--- src/rtl/lzc_norm_pipe.sv ---
// lzc_norm_pipe: two-stage valid/ready normalizer after the LZC; optional underflow counter via LZC_NORM_UF_CNT_EN
module lzc_norm_pipe #(
  parameter int DATA_WIDTH = 28,
  parameter int CNT_WIDTH  = 5,
  parameter int EXP_WIDTH  = 8
) (
  input  logic                  clk,
  input  logic                  rst,
  input  logic                  in_valid,
  output logic                  in_ready,
  input  logic [DATA_WIDTH-1:0] data_in,
  input  logic [CNT_WIDTH-1:0]  zero_num,
  input  logic                  is_zero,
  input  logic [EXP_WIDTH-1:0]  exp_in,
  output logic                  out_valid,
  input  logic                  out_ready,
  output logic [DATA_WIDTH-1:0] data_out,
  output logic [EXP_WIDTH-1:0]  exp_out,
  output logic                  zero_out,
  output logic                  underflow
`ifdef LZC_NORM_UF_CNT_EN
  ,output logic [15:0]          uf_count
`endif
);
  localparam int MW = CNT_WIDTH > EXP_WIDTH ? CNT_WIDTH : EXP_WIDTH;
  logic                  s1_valid, s1_uf, s1_zero, s1_adv, s2_adv;
  logic [DATA_WIDTH-1:0] s1_data;
  logic [CNT_WIDTH-1:0]  s1_shift;
  logic [EXP_WIDTH-1:0]  s1_exp;
  logic [MW-1:0]         zn_ext, ex_ext;
  logic [DATA_WIDTH-1:0] lvl [CNT_WIDTH+1];
  assign zn_ext   = MW'(zero_num);
  assign ex_ext   = MW'(exp_in);
  assign s2_adv   = ~out_valid | out_ready;
  assign s1_adv   = ~s1_valid | s2_adv;
  assign in_ready = s1_adv;
  // log shifter; any amount >= DATA_WIDTH shifts every bit out and leaves zero
  assign lvl[0] = s1_data;
  for (genvar i = 0; i < CNT_WIDTH; i++) begin : g_shift
    assign lvl[i+1] = s1_shift[i] ? lvl[i] << (1 << i) : lvl[i];
  end
  always_ff @(posedge clk) begin
    if (rst) begin
      s1_valid <= 1'b0;
      s1_data  <= '0;
      s1_shift <= '0;
      s1_exp   <= '0;
      s1_uf    <= 1'b0;
      s1_zero  <= 1'b0;
    end else if (s1_adv) begin
      s1_valid <= in_valid;
      s1_data  <= data_in;
      s1_shift <= CNT_WIDTH'(zn_ext < ex_ext ? zn_ext : ex_ext);
      s1_exp   <= exp_in;
      s1_uf    <= (zn_ext > ex_ext) & ~is_zero;
      s1_zero  <= is_zero;
    end
  end
  // shift never exceeds s1_exp, so the subtraction cannot wrap
  always_ff @(posedge clk) begin
    if (rst) begin
      out_valid <= 1'b0;
      data_out  <= '0;
      exp_out   <= '0;
      zero_out  <= 1'b0;
      underflow <= 1'b0;
    end else if (s2_adv) begin
      out_valid <= s1_valid;
      data_out  <= s1_zero ? '0 : lvl[CNT_WIDTH];
      exp_out   <= (s1_zero | s1_uf) ? '0 : s1_exp - EXP_WIDTH'(s1_shift);
      zero_out  <= s1_zero;
      underflow <= s1_uf;
    end
  end
`ifdef LZC_NORM_UF_CNT_EN
  always_ff @(posedge clk) begin
    if (rst) uf_count <= '0;
    else if (out_valid & out_ready & underflow & ~&uf_count) uf_count <= uf_count + 16'd1;
  end
`endif
endmodule

--- config.mk ---
export PLATFORM = sky130hd
export DESIGN_NAME = lzc_norm_pipe
export DESIGN_NICKNAME = d
export VERILOG_FILES = /design/src/rtl/lzc_norm_pipe.sv
export SDC_FILE = /design/constraint.sdc
export NUM_CORES = 1
export LEC_CHECK = 0
export ABC_AREA = 1
export CAP_MARGIN = 20
export CORE_MARGIN = 2
export CORE_UTILIZATION = 53
export CTS_CLUSTER_SIZE = 8
export DETAILED_ROUTE_END_ITERATION = 7
export GPL_TIMING_DRIVEN = 0
export HOLD_SLACK_MARGIN = 0.02
export PLACE_DENSITY = 0.81
export SETUP_SLACK_MARGIN = 0.4
export SYNTH_ARGS = -nofsm -noshare
export SYNTH_HDL_FRONTEND = slang
export SYNTH_SLANG_ARGS = --single-unit
--- constraint.sdc ---
create_clock -name clk -period 2.3 [get_ports clk]
set_input_delay 0.46 -clock clk [delete_from_list [all_inputs] [get_ports clk]]
set_output_delay 0.46 -clock clk [all_outputs]
set_load 0.01 [all_outputs]
==> results of run 1 <==
==> cells by family (layout without fill, tap and decap cells) <==
kind of cell | count (synthesis) | count (layout) | share of synthesized area (%)
AO/OA/AOI/OAI | 101 | 101 | 11.2
XOR/XNOR | 1 | 1 | 0.185
adder cells (fa/ha/maj) | 11 | 11 | 3.06
buffers and inverters | 93 | 198 | 9.77
flip-flops | 83 | 83 | 35.0
AND/OR/NAND/NOR | 414 | 414 | 40.8
==> state kept, by name, indices dropped and copies added (netlist names) <==
register and cells:
s1_data 28, zero_out 1, data_out 28, out_valid 1, underflow 1, s1_valid 1
s1_shift 5, s1_zero 1, s1_uf 1, exp_out 8, s1_exp 8
==> worst reg2reg max path, delay by kind of cell (launching register included) <==
family,cells,cell delay (ns)
flip-flops,1,0.32
AND/OR/NAND/NOR,4,0.47
adder cells (fa/ha/maj),1,0.33
AO/OA/AOI/OAI,2,0.13
buffers and inverters,3,0.45
==> metrics by stage <==
step	setup WS (ns)	total power, uW
after detailed placement	-0.452	2600
final	0.474	3720
after CTS	0.411	3690
after global placement	-0.422	2580
after global routing	0.361	3890
after floorplan	0.577	2220
==> synthesized netlist by cell type <==
master	number	area (um2)
nand2_1	189	709
nand3_1	174	871
dfxtp_1	83	1660
a21oi_1	78	390
inv_1	41	154
buf_2	16	80.1
o21ai_0	14	70.1
buf_4	12	90.1
clkbuf_1	12	45.0
nand2_2	11	68.8
nand3_2	11	110
nand4_1	11	68.8
ha_1	10	125
nor2_1	9	33.8
a22oi_1	4	30.0
buf_6	4	45.0
a21oi_2	3	26.3
buf_1	3	11.3
inv_2	3	11.3
nor2_4	3	33.8
or2_2	3	18.8
nor2_2	2	12.5
and2_1	1	6.26
buf_12	1	20.0
fa_1	1	20.0
inv_4	1	6.26
o21a_1	1	7.51
o21ai_1	1	5.00
xor2_1	1	8.76
==> what timing repair did <==
item / in CTS / in global routing
gates resized for setup: 12 / 13
endpoints found under the setup margin: 5 / 11
pin swaps: 1 / 1
buffers inserted: 2 / 3
==> area by class of cell <==
type	instances	area, um2	share of cell area [%]
clock inverters	6	72.6	1.20
well taps	108	135	2.24
clock buffers	10	138	2.28
multi-input cells	527	2670	44.2
repair buffers	89	878	14.5
flip-flops and latches	83	1660	27.5
plain buffers	48	309	5.12
inverters	45	171	2.84
==> layer usage <==
metal  part of all wire [%]  up-vias  track usage [%]  routed length [um]
met5                      0        -                0                   0
met4                    4.2        0             15.0                 630
met3                    7.1       54             6.38                1070
met2                     48      238             53.2                7200
met1                     41     2523             37.3                6100
li1                       -     2564                -                   -
==> worst paths after layout <==
kind                                               start                      end  slack [ns]  cells past startpoint
worst max-delay path              out_valid$_SDFFE_PP0P_                 in_ready        0.47                      5
worst min-delay path             exp_out[6]$_SDFFE_PP0P_  exp_out[6]$_SDFFE_PP0P_        0.47                      2
worst max register to register  s1_shift[2]$_SDFFE_PP0P_  exp_out[5]$_SDFFE_PP0P_        0.50                     10
worst min register to register   exp_out[6]$_SDFFE_PP0P_  exp_out[6]$_SDFFE_PP0P_        0.47                      2
==> power groups by stage <==
stage                     clock [uW]  combinational (uW)  sequential, uW
after floorplan                    0                 563            1650
after global placement             0                 936            1640
after detailed placement           0                 950            1650
after CTS                       1120                 960            1610
after global routing            1170                1090            1630
final                           1110                 995            1620
==> impl_metrics.toml, run 1 <==
[finish]
stdcell_count = 916
drive_gt1_share_pct = 12.9
antennaDiodeCount = 0
final_cell_mix = "186 x nand2_1, 174 x nand3_1, 82 x dfxtp_1, 82 x clkdlybuf4s50_1, 76 x a21oi_1"
syn2layout_area_growth_pct = 27.4
n_fill_cell = 789
final_util_pct = 69.6
fin_nets = 860
design_area_mm2 = 0.00604
layout_commonest_cell = "nand2_1"

[clock_network]
htree_levels = 3
cts_tree = "yes"
cts_buffers = 9
clk_pin_slew_worst_paths_ns = 0.09
cts_root_buf = "clkbuf_8"
cts_buffer_depth = 2
hold_buffers = 0
worstSkewPairLatency_ns = 0.36
cts.sinks = 83

[yosys]
syn_area_per_cell_um2 = 6.74
synth_seq_cells = 83
syn_inst = 703
yosysWarnings = 0
synthesis.nets = 760
syn_area_mm2 = 0.00474
synth_cell_type_count = 29
ys_seq_area_share_pct = 35.0

[floorplanning]
die-area_mm2 = 0.00972
initial_core_util_pct = 54.6
fp.dieW_um = 98.6
ios = 86
fp-row-count = 34
core-area_mm2 = 0.00868
die_h_um = 98.6

[timing]
worst_pin_slew_ns = 0.596
tns_ns = 0
fmax_ghz = 0.548
period_minus_slack_ns = 1.83
hold_violations = 0
slew_headroom_pct = 60.3
setup_viol = 0
skew_ns = 0.0181
period_share_pct = 79.4
slew_violations = 0
holdWs_ns = 0.469
rsz0062_at_grt = "true"

[routing]
vias = 5379
drc_errors = 0
wire_per_inst_um = 16.4
drt-pass1-iter-count = 6
drt_iter0_markers = 358
wirelength_um = 15000
detail-route-antenna-nets = 0
vias_per_cell = 5.87

[power_and_ir_drop]
internal_power_uw = 2510
pwr-share-clk_pct = 29.9
power_leakage_uw = 0.00262
p_per_area_mw_per_mm2 = 617
power.share.sequential_pct = 43.4
swShare_pct = 32.5
ir_drop_v = 0.000396
p_sw_uw = 1210
p_comb_share_pct = 26.7

[worst_setup_path]
critPathArrivalTime_ns = 1.37
cp-start-kind = "flip-flop"
path_cells = "inv_1, nor2_4, nand2_4, buf_6, clkdlybuf4s15_2"
critical-path-max-stage-delay_ns = 0.34
cp.required_ns = 1.84
cp_num_buf_inv = 3
critPathSlowestCell = "dfxtp_1"
crit_family = "buffers and inverters"
critPathMaxFanout = 10
endpoint_kind = "output pin"
criticalPathCategory = "flip-flop to output pin"

[placement]
placed_cells = 895
hpwl_um = 11700
port_buffers = 84
post_dp_cell_area_mm2 = 0.00572
place.gp.congestion = 0.959

[global_routing]
grt_max_degree = 16
grt_pass1_wl_um = 24300
grt_usage_pct = 31.1
grt_pass1_vias = 5149
grt_remaining_overflow = 0
antenna_found_initial = 0

[run_status]
status = "finished, final reports clean"

[worst_hold_path]
hold_class = "flip-flop to flip-flop"

[job]
drv_cap = 0
Power figures use the tool's default switching activity.
==> run 2, diff against run 1 <==
--- a/config.mk
+++ b/config.mk
@@ -8,12 +8,12 @@
 export ABC_AREA = 1
 export CAP_MARGIN = 20
 export CORE_MARGIN = 2
-export CORE_UTILIZATION = 53
+export CORE_UTILIZATION = 48
 export CTS_CLUSTER_SIZE = 8
 export DETAILED_ROUTE_END_ITERATION = 7
 export GPL_TIMING_DRIVEN = 0
 export HOLD_SLACK_MARGIN = 0.02
-export PLACE_DENSITY = 0.81
+export PLACE_DENSITY = 0.77
 export SETUP_SLACK_MARGIN = 0.4
 export SYNTH_ARGS = -nofsm -noshare
 export SYNTH_HDL_FRONTEND = slang
==> constraint.sdc (replaced) <==
create_clock -name clk -period 1.5 [get_ports clk]
set_input_delay 0.3 -clock clk [delete_from_list [all_inputs] [get_ports clk]]
set_output_delay 0.3 -clock clk [all_outputs]
set_load 0.01 [all_outputs]
==> run 2 against run 1 <==
  * The flow now finishes with violations (DRC, setup timing)
  * Final cell count up 11%
  * Sequential cell count unchanged
  * Critical path depth up 5
  * Register-to-register slack worse by 0.90 ns
  * Sequential share of layout area down 9.0 points
  * Global-route usage up 9.7 points
  * Utilization up 26 points
  * Clock skew up 0.0042 ns
  * Clock power up 110%
  * Routed wire length up 100%
  * Critical endpoint is now data_out[24]$_SDFFE_PP0P_
  * Largest cell class unchanged
  * Largest power group is now combinational cells
==> impl_metrics.toml, run 2 (same netlist as run 1, synthesis figures left out) <==
[global_routing]
grt_pass1_vias = 6365
grt_usage_pct = 40.8
antenna_found_initial = 0
grt_max_degree = 15
grt_remaining_overflow = 0
grt_pass1_wl_um = 32900

[clock_network]
clk_pin_slew_worst_paths_ns = 0.11
hold_buffers = 0
cts_buffers = 9
worstSkewPairLatency_ns = 0.41
cts_buffer_depth = 2
cts.sinks = 83
cts_root_buf = "clkbuf_8"
cts_tree = "yes"
htree_levels = 3

[timing]
final.setup.worst_slack_ns = -0.396
tns_ns = -11.49
worst_pin_slew_ns = 0.826
hold_violations = 0
period_minus_slack_ns = 1.90
skew_ns = 0.0224
setup_viol = 82
holdWs_ns = 0.315
fmax_ghz = 0.527
period_share_pct = 126
slew_headroom_pct = 44.9
rsz0062_at_grt = "true"
slew_violations = 0

[finish]
final_cell_mix = "119 x nand2_1, 104 x nand3_2, 71 x buf_6, 54 x a21oi_2, 50 x nand2_2"
syn2layout_area_growth_pct = 96.1
antennaDiodeCount = 0
fin_nets = 939
multiInputGateArea_mm2 = 0.00438
layout_commonest_cell = "nand2_1"
drive_gt1_share_pct = 64.3
n_fill_cell = 203
final-seq-area_mm2 = 0.00172
top_regs = "data_out x28, s1_data x28"
stdcell_count = 1020
final_util_pct = 96.0

[worst_setup_path]
critPathSlowestCell = "nand4_1"
endpoint_kind = "flip-flop"
cp-start-kind = "flip-flop"
cp.required_ns = 1.85
path_cells = "buf_6, inv_4, buf_4, buf_6, nand4_1, nand2_1, nand3_2, nand3_2, nand2_1, inv_1"
critPathArrivalTime_ns = 2.24
criticalPathCategory = "flip-flop to flip-flop"
critPathMaxFanout = 10
critical-path-max-stage-delay_ns = 0.37

[placement]
dp_slack_ns = -0.625
port_buffers = 84
placed_cells = 920
hpwl_um = 12200
place.gp.congestion = 0.951

[power_and_ir_drop]
ir_drop_v = 0.000752
power_leakage_uw = 0.00409
p_per_area_mw_per_mm2 = 844

[floorplanning]
initial_core_util_pct = 49.0
core-area_mm2 = 0.00968
ios = 86
fp.dieW_um = 103
fp-row-count = 36
die_h_um = 103
die-area_mm2 = 0.0107

[job]
drv_cap = 0

[routing]
wire_per_inst_um = 30.0
detail-route-antenna-nets = 0
vias_per_cell = 7.24
vias = 7385
drc_errors = 2
drt_iter0_markers = 1044
drt-pass1-iter-count = 8
wirelength_um = 30600

[run_status]
violations = "DRC, setup timing"
status = "finished with violations"

[worst_hold_path]
hold_class = "input pin to flip-flop"
-- run 2: changes by cell type in the layout (fill, tap and decap cells not counted), moves of 42 or more --
cell,delta
a21oi_1,-51
a21oi_2,+49
buf_6,+65
clkdlybuf4s50_1,-49
dfxtp_1,-44
dfxtp_2,+42
nand2_1,-67
nand3_1,-134
nand3_2,+93
-- run 2: layer usage --
metal / track usage, % / routed length (um)
met5: 0 / 0
met4: 25.7 / 3770
met3: 8.20 / 3970
met2: 69.9 / 13200
met1: 46.2 / 9630
-- run 2: path summary, 6_finish.rpt --
path / startpoint / end / slack [ns] / cells past startpoint
min reg2reg: data_out[7]$_SDFFE_PP0P_ / data_out[7]$_SDFFE_PP0P_ / 0.49 / 2
min: exp_in[3] / s1_exp[3]$_SDFFE_PP0P_ / 0.31 / 3
max: s1_shift[2]$_SDFFE_PP0P_ / data_out[24]$_SDFFE_PP0P_ / -0.40 / 10
max reg2reg: s1_shift[2]$_SDFFE_PP0P_ / data_out[24]$_SDFFE_PP0P_ / -0.40 / 10
-- run 2: report_power, final --
group / internal [uW] / leakage (uW) / switching [uW]
clock: 1280 / 0.000127 / 1010
combinational: 1260 / 0.00325 / 1700
sequential: 2380 / 0.000704 / 208
total: 4920 / 0.00409 / 2920
-- run 2: repair_timing --
item / 4_1_cts / 5_1_grt
setup endpoints to repair: 123 / 123
resized for setup: 548 / 168
gates cloned: 15 / 0
pin swaps: 95 / 66
buffers inserted: 47 / 22
-- run 2: critical path: cells and delay by family (launching register included) --
family,cells,cell delay (ns)
and+or+nand+nor,5,0.89
buffers and inverters,5,0.57
DFF,1,0.36
-- run 2: cell type report --
class / count / area share [%]
multi-input cells: 527 / 47.1
repair buffers: 168 / 21.3
flip-flops and latches: 83 / 18.5
plain buffers: 48 / 5.91
inverters: 45 / 2.53
well taps: 133 / 1.79
clock inverters: 6 / 1.47
clock buffers: 10 / 1.37
-- run 2: metrics by stage --
step	instance area, um2	total power (uW)
final	9300	7850
after global routing	9300	7940
after CTS	8440	6970
after detailed placement	6120	4130
after global placement	6120	4100
after floorplan	5120	3520
